===== src/rtl/dram_cmd_scheduler_pkg.sv =====
// Shared types and address field positions for the DRAM command scheduler.
// The request struct is what the scheduler keeps in its queue per memory request.
package dram_cmd_scheduler_pkg;

  localparam int ADDRESS_WIDTH = 33;
  localparam int ROW_W         = 15;
  localparam int COL_W         = 11;
  localparam int BANK_W        = 4;

  localparam int ROW_MSB    = 32;
  localparam int ROW_LSB    = 18;
  localparam int COL_HI_MSB = 17;
  localparam int COL_HI_LSB = 10;
  localparam int BANK_MSB   = 9;
  localparam int BANK_LSB   = 8;
  localparam int BG_MSB     = 7;
  localparam int BG_LSB     = 6;
  localparam int COL_LO_MSB = 5;
  localparam int COL_LO_LSB = 3;

  typedef enum logic [1:0] {
    OP_READ   = 2'd0,
    OP_WRITE  = 2'd1,
    OP_IFETCH = 2'd2
  } parsed_op_t;

  typedef enum logic [2:0] {
    CMD_NONE = 3'd0,
    CMD_ACT  = 3'd1,
    CMD_RD   = 3'd2,
    CMD_WR   = 3'd3,
    CMD_PRE  = 3'd4
  } dram_cmd_t;

  typedef enum logic [2:0] {
    S_IDLE     = 3'd0,
    S_ACT      = 3'd1,
    S_WAIT_RCD = 3'd2,
    S_COLUMN   = 3'd3,
    S_WAIT_PRE = 3'd4,
    S_PRE      = 3'd5,
    S_WAIT_RP  = 3'd6
  } sched_states_t;

  typedef struct packed {
    parsed_op_t         op;
    logic [ROW_W-1:0]   row;
    logic [COL_W-1:0]   col;
    logic [BANK_W-1:0]  bank;
  } dram_req_t;

endpackage


===== src/rtl/dram_cmd_scheduler_fifo.sv =====
// Synchronous FIFO with registered full/empty/count flags and no read bypass:
// a pushed entry becomes visible at the head one cycle after the push.
module sync_req_fifo #(
  parameter int WIDTH = 8,
  parameter int DEPTH = 16
) (
  input  logic                     clk,
  input  logic                     rst,
  input  logic                     push,
  input  logic                     pop,
  input  logic [WIDTH-1:0]         din,
  output logic [WIDTH-1:0]         dout,
  output logic                     full,
  output logic                     empty,
  output logic [$clog2(DEPTH):0]   count
);

  localparam int AW = $clog2(DEPTH);
  typedef logic [AW-1:0] ptr_t;
  typedef logic [AW:0]   cnt_t;

  logic [WIDTH-1:0] mem [DEPTH];
  ptr_t             wr_ptr;
  ptr_t             rd_ptr;
  logic             do_push;
  logic             do_pop;

  assign do_push = push && !full;
  assign do_pop  = pop && !empty;
  assign dout    = mem[rd_ptr];

  always_ff @(posedge clk) begin
    if (rst) begin
      wr_ptr <= '0;
      rd_ptr <= '0;
      count  <= '0;
      full   <= 1'b0;
      empty  <= 1'b1;
    end else begin
      if (do_push) wr_ptr <= wr_ptr + ptr_t'(1);
      if (do_pop)  rd_ptr <= rd_ptr + ptr_t'(1);
      // Flags are derived from the pre-update count so they stay registered.
      case ({do_push, do_pop})
        2'b10: begin
          count <= count + cnt_t'(1);
          full  <= (count == cnt_t'(DEPTH - 1));
          empty <= 1'b0;
        end
        2'b01: begin
          count <= count - cnt_t'(1);
          full  <= 1'b0;
          empty <= (count == cnt_t'(1));
        end
        default: ;
      endcase
    end
  end

  always_ff @(posedge clk) begin
    if (do_push) mem[wr_ptr] <= din;
  end

endmodule


===== src/rtl/dram_cmd_scheduler.sv =====
// Closed-page, strictly in-order DDR4 command scheduler: one request at a time,
// ACT -> RD/WR -> PRE, with commands only on DRAM ticks (every other clk).
module dram_cmd_scheduler
  import dram_cmd_scheduler_pkg::*;
#(
  parameter int QUEUE_DEPTH = 16,
  parameter int T_RCD       = 24,
  parameter int T_RAS       = 52,
  parameter int T_RP        = 24,
  parameter int T_RTP       = 12,
  parameter int T_CWL       = 20,
  parameter int T_BURST     = 4,
  parameter int T_WR        = 20
) (
  input  logic                           clk,
  input  logic                           rst,
  input  logic                           in_valid,
  input  parsed_op_t                     in_op,
  input  logic [ADDRESS_WIDTH-1:0]       in_address,
  output logic                           queue_full,
  output logic                           queue_empty,
  output logic [$clog2(QUEUE_DEPTH):0]   occupancy,
  output logic                           overflow_err,
  output logic                           cmd_valid,
  output dram_cmd_t                      cmd,
  output logic [BANK_W-1:0]              cmd_bank,
  output logic [ROW_W-1:0]               cmd_row,
  output logic [COL_W-1:0]               cmd_col,
  output logic                           req_done
);

  localparam int T_WR_DONE = T_CWL + T_BURST + T_WR;
  localparam int MAX_A     = (T_RCD > T_RAS) ? T_RCD : T_RAS;
  localparam int MAX_B     = (T_RP > T_RTP) ? T_RP : T_RTP;
  localparam int MAX_C     = (T_WR_DONE > MAX_B) ? T_WR_DONE : MAX_B;
  localparam int MAX_T     = (MAX_A > MAX_C) ? MAX_A : MAX_C;
  localparam int CW        = $clog2(MAX_T) + 1;

  typedef logic [CW-1:0] cnt_t;

  sched_states_t state, state_next;
  dram_cmd_t     issue;
  dram_req_t     in_req;
  dram_req_t     head;
  logic          dram_phase;
  logic          addr_unused;
  cnt_t          rcd_cnt, ras_cnt, col_cnt, rp_cnt;

  assign in_req.op   = in_op;
  assign in_req.row  = in_address[ROW_MSB:ROW_LSB];
  assign in_req.col  = {in_address[COL_HI_MSB:COL_HI_LSB], in_address[COL_LO_MSB:COL_LO_LSB]};
  assign in_req.bank = {in_address[BG_MSB:BG_LSB], in_address[BANK_MSB:BANK_LSB]};
  assign addr_unused = ^in_address[2:0];

  sync_req_fifo #(
    .WIDTH ($bits(dram_req_t)),
    .DEPTH (QUEUE_DEPTH)
  ) u_fifo (
    .clk   (clk),
    .rst   (rst),
    .push  (in_valid),
    .pop   (issue == CMD_PRE),
    .din   (in_req),
    .dout  (head),
    .full  (queue_full),
    .empty (queue_empty),
    .count (occupancy)
  );

  function automatic cnt_t tick_dec(input cnt_t v, input logic tick);
    return (tick && v != '0) ? v - cnt_t'(1) : v;
  endfunction

  // A constraint is met on the tick where its counter is about to reach zero.
  always_comb begin
    state_next = state;
    issue      = CMD_NONE;
    case (state)
      S_IDLE: begin
        if (dram_phase && !queue_empty) begin
          issue      = CMD_ACT;
          state_next = S_ACT;
        end
      end
      S_ACT:      state_next = S_WAIT_RCD;
      S_WAIT_RCD: begin
        if (dram_phase && rcd_cnt <= cnt_t'(1)) begin
          issue      = (head.op == OP_WRITE) ? CMD_WR : CMD_RD;
          state_next = S_COLUMN;
        end
      end
      S_COLUMN:   state_next = S_WAIT_PRE;
      S_WAIT_PRE: begin
        if (dram_phase && ras_cnt <= cnt_t'(1) && col_cnt <= cnt_t'(1)) begin
          issue      = CMD_PRE;
          state_next = S_PRE;
        end
      end
      S_PRE:      state_next = S_WAIT_RP;
      S_WAIT_RP: begin
        if (dram_phase && rp_cnt <= cnt_t'(1)) begin
          if (!queue_empty) begin
            issue      = CMD_ACT;
            state_next = S_ACT;
          end else begin
            state_next = S_IDLE;
          end
        end
      end
      default:    state_next = S_IDLE;
    endcase
  end

  always_ff @(posedge clk) begin
    if (rst) begin
      state        <= S_IDLE;
      dram_phase   <= 1'b0;
      rcd_cnt      <= '0;
      ras_cnt      <= '0;
      col_cnt      <= '0;
      rp_cnt       <= '0;
      cmd_valid    <= 1'b0;
      cmd          <= CMD_NONE;
      cmd_bank     <= '0;
      cmd_row      <= '0;
      cmd_col      <= '0;
      req_done     <= 1'b0;
      overflow_err <= 1'b0;
    end else begin
      state      <= state_next;
      dram_phase <= ~dram_phase;
      rcd_cnt    <= (issue == CMD_ACT) ? cnt_t'(T_RCD) : tick_dec(rcd_cnt, dram_phase);
      ras_cnt    <= (issue == CMD_ACT) ? cnt_t'(T_RAS) : tick_dec(ras_cnt, dram_phase);
      col_cnt    <= (issue == CMD_RD)  ? cnt_t'(T_RTP) :
                    (issue == CMD_WR)  ? cnt_t'(T_WR_DONE) : tick_dec(col_cnt, dram_phase);
      rp_cnt     <= (issue == CMD_PRE) ? cnt_t'(T_RP) : tick_dec(rp_cnt, dram_phase);
      cmd_valid  <= (issue != CMD_NONE);
      cmd        <= issue;
      req_done   <= (issue == CMD_PRE);
      case (issue)
        CMD_ACT: begin
          cmd_bank <= head.bank;
          cmd_row  <= head.row;
        end
        CMD_RD, CMD_WR: begin
          cmd_bank <= head.bank;
          cmd_col  <= head.col;
        end
        CMD_PRE: cmd_bank <= head.bank;
        default: ;
      endcase
      if (in_valid && queue_full) overflow_err <= 1'b1;
    end
  end

endmodule


===== config.mk =====
export PLATFORM = sky130hd
export DESIGN_NAME = dram_cmd_scheduler
export DESIGN_NICKNAME = d
export VERILOG_FILES = /design/src/rtl/dram_cmd_scheduler_pkg.sv /design/src/rtl/dram_cmd_scheduler_fifo.sv /design/src/rtl/dram_cmd_scheduler.sv
export SDC_FILE = /design/constraint.sdc
export NUM_CORES = 1
export LEC_CHECK = 0
export ABC_AREA = 1
export CAP_MARGIN = 20
export CELL_PAD_IN_SITES_DETAIL_PLACEMENT = 1
export CELL_PAD_IN_SITES_GLOBAL_PLACEMENT = 2
export CORE_MARGIN = 2
export CORE_UTILIZATION = 46
export CTS_CLUSTER_DIAMETER = 150
export DETAILED_ROUTE_END_ITERATION = 10
export MAX_ROUTING_LAYER = met4
export PLACE_DENSITY = 0.87
export SYNTH_ARGS = -nofsm -noshare
export SYNTH_HDL_FRONTEND = slang
export SYNTH_SLANG_ARGS = --single-unit

===== constraint.sdc =====
create_clock -name clk -period 5.2 [get_ports clk]
set_clock_uncertainty 0.1 [all_clocks]
set_input_delay 1.3 -clock clk [delete_from_list [all_inputs] [get_ports clk]]
set_output_delay 1.3 -clock clk [all_outputs]
set_load 0.005 [all_outputs]

==> metrics.cfg <==
[setup_path]
cp_data_arrival_time_ns=4.05
path_class=in -> reg
end_kind=register
start_kind=input port
required_ns=5.40
cp_max_fo=18

[floorplan]
die_y_um=233
rows=83
die_width_um=233
core_um2=51600
die_area_um2=54400
start_util=0.468
io_pins=81

[placed_design]
port_buffers=77
dp_hpwl_um=36000
gp_congestion=0.796
dp_cells=2699

[timing]
whs_ns=0.370
rsz0062_at_grt=no
slew_viol_final=0
relSlewSlack=0.269
tightest_slew_ns=1.10
timing.fmax_mhz=259
post-route-min-period_ns=3.86
hold_viol_final=0
fin_crit_sh=0.741
finalSetupTns_ns=0
setup_violations=0

[power_and_ir_drop]
p_int_mw=8.36
switching_share=0.241
max-vdd-ir-drop_v=0.000229
leakage_nw=9.60
power_frac_clock=0.416
combPwrFrac=0.089
seqPwrFrac=0.496
power_density_nw_per_um2=396
power_mw=11.0
power.switching_mw=2.65

[final_layout]
drive_gt1_frac=0.0844
fin_nets=2148
multi_input_area_um2=6080
syn2layout_area_growth_pct=15.2
seqCellArea_um2=17100
postLayoutCoreUtil=0.539
final_cells=2826
fillers=5222

[clock_network]
numCtsBuffers=66
cts_setup_buffers=0
clkTransAtPathRegs_ns=0.06
ctsHoldBuffers=0
clock_sinks=599
cts_resized=0
clock_latency_ns=0.61
cts_max_level=3
clock_path_buffers=3
cts-root-buf=clkbuf_16
tritoncts=done

[drt]
first_pass_iters=5
route.detailed.drc=0
wirelength_um=65700
via_count=16300
routedWlPerCell_um=23.2
ant_nets=0
dr.first_iter.drc_count=1385
via_per_inst=5.77

[synthesis]
synth_top_family_by_area=simple AND/OR/NAND/NOR gates
synth_nets=2081
synth_compound_area_frac=0.114
syn_inst=2023
yosys.area_share.adder=0.0104
post_synth.cell_area_avg_um2=11.9
synth_xor_area_frac=0.00399
synth.ff_latch_count=599
yosysWarnings=0
ys_seq_area_frac=0.708
synthMuxAreaShare=0
synth_simple_gate_area_frac=0.119
synth_area_um2=24200
ys_types=40

[run_status]
status=finished, final reports clean

[hold_path]
hp-class=reg -> reg

[global_route]
grt_pass1_wl_um=100000
antenna_found_initial=3
track_usage=0.251
grt_overflow=0
grt_max_degree=154
first_global_vias=17000

[run]
maxCapViolations=0

==> registers in the layout (all words and copies together), names as in the netlist, 3 cells and up, named ones only <==
| name | cells |
|---|---|
| cmd | 3 |
| u_fifo.rd_ptr | 4 |
| rcd_cnt | 7 |
| ras_cnt | 7 |
| rp_cnt | 7 |
| col_cnt | 7 |
| u_fifo.mem | 512 |
| cmd_row | 15 |
| cmd_bank | 4 |
| cmd_col | 11 |
| u_fifo.wr_ptr | 4 |
| u_fifo.count | 5 |
| state | 3 |
==> final cells by class <==
| class | instances | share of cell area |
|---|---|---|
| Multi-Input combinational cell | 1186 | 0.218 |
| Antenna cell | 2 | 0.000180 |
| Timing Repair Buffer | 114 | 0.0427 |
| Clock inverter | 32 | 0.00949 |
| Clock buffer | 90 | 0.0663 |
| Inverter | 123 | 0.0168 |
| Sequential cell | 599 | 0.616 |
| Tap cell | 680 | 0.0306 |
==> Yosys cell counts (all sizes together) <==
library cell	instances	area [um2]
a211oi	4	30.0
a21oi	38	190
a31oi	4	25.0
and3	1	6.26
buf	57	405
clkbuf	58	218
clkinv	2	8.75
dfxtp	87	1740
edfxtp	512	15400
ha	20	250
inv	121	457
nand2	95	362
nand3	123	616
nand3b	12	90.1
nand4	11	75.1
nor2	428	1630
nor3	7	57.6
nor3b	3	22.5
o211ai	104	781
o21a	12	90.1
o21ai	292	1460
o21bai	2	15.0
o221ai	16	140
o22ai	2	12.5
or2	1	6.26
xnor2	3	26.3
xor2	8	70.1
==> metrics by stage <==
step | setup slack, ns | instance area, um2
final | 1.34 | 27800
after global placement | 0.913 | 25600
after floorplan | 1.45 | 24200
after detailed placement | 0.831 | 25600
after global routing | 1.24 | 27800
after CTS | 1.42 | 27700
==> cells in the final DEF (no fill, tap or decap), drive strengths merged, types with 37 or more instances in the layout <==
cell           synthesis  layout
nand3                123     123
buf                   57      37
inv                  121     126
nor2                 428     428
clkdlybuf4s50          0      77
a21oi                 38      38
dfxtp                 87      87
edfxtp               512     512
nand2                 95      95
o211ai               104     104
clkbuf                58      90
o21ai                292     292
==> path summary, 6_finish.rpt <==
| kind | startpoint | to | slack, ns | depth (start not counted) |
|---|---|---|---|---|
| worst max-delay path | in_valid | u_fifo.mem[3][26]$_DFFE_PP_ | 1.34 | 8 |
| worst min-delay path | overflow_err$_SDFFE_PP0P_ | overflow_err$_SDFFE_PP0P_ | 0.37 | 2 |
| worst max register to register | register | cmd_col[9]$_SDFFE_PP0P_ | 2.11 | 9 |
| worst min register to register | overflow_err$_SDFFE_PP0P_ | overflow_err$_SDFFE_PP0P_ | 0.37 | 2 |
==> critical path, cell delays in order <==
cell,delay (ns)
clkdlybuf4s50_1,0.48
inv_1,0.04
nor2_1,0.46
inv_1,0.30
nor2_1,0.22
nand2_1,0.19
nor2_4,0.73
buf_4,0.33
==> power by group through the flow <==
stage	clock [mW]	combinational [mW]	sequential, mW
5_1_grt	4.81	1.12	5.47
3_5_place_dp	0	0.973	5.56
2_1_floorplan	0	0.637	5.53
3_3_place_gp	0	0.920	5.55
4_1_cts	4.66	0.984	5.46
6_report	4.58	0.978	5.46
==> logic make-up after synthesis <==
logic type                 count (synthesis)
DFF                                      599
xor gates and xnor gates                  11
and+or+nand+nor                          681
buffers and inverters                    238
AOI/OAI and AO/OA                        474
adders and majority gates                 20
==> layer usage <==
layer,GRT usage,part of all wire,vias up
met4,0.0854,0.030,0
met5,-,0,-
li1,-,-,7389
met1,0.314,0.42,8285
met2,0.411,0.49,489
met3,0.0485,0.057,151
No activity file was read; power rests on OpenSTA's default activity.
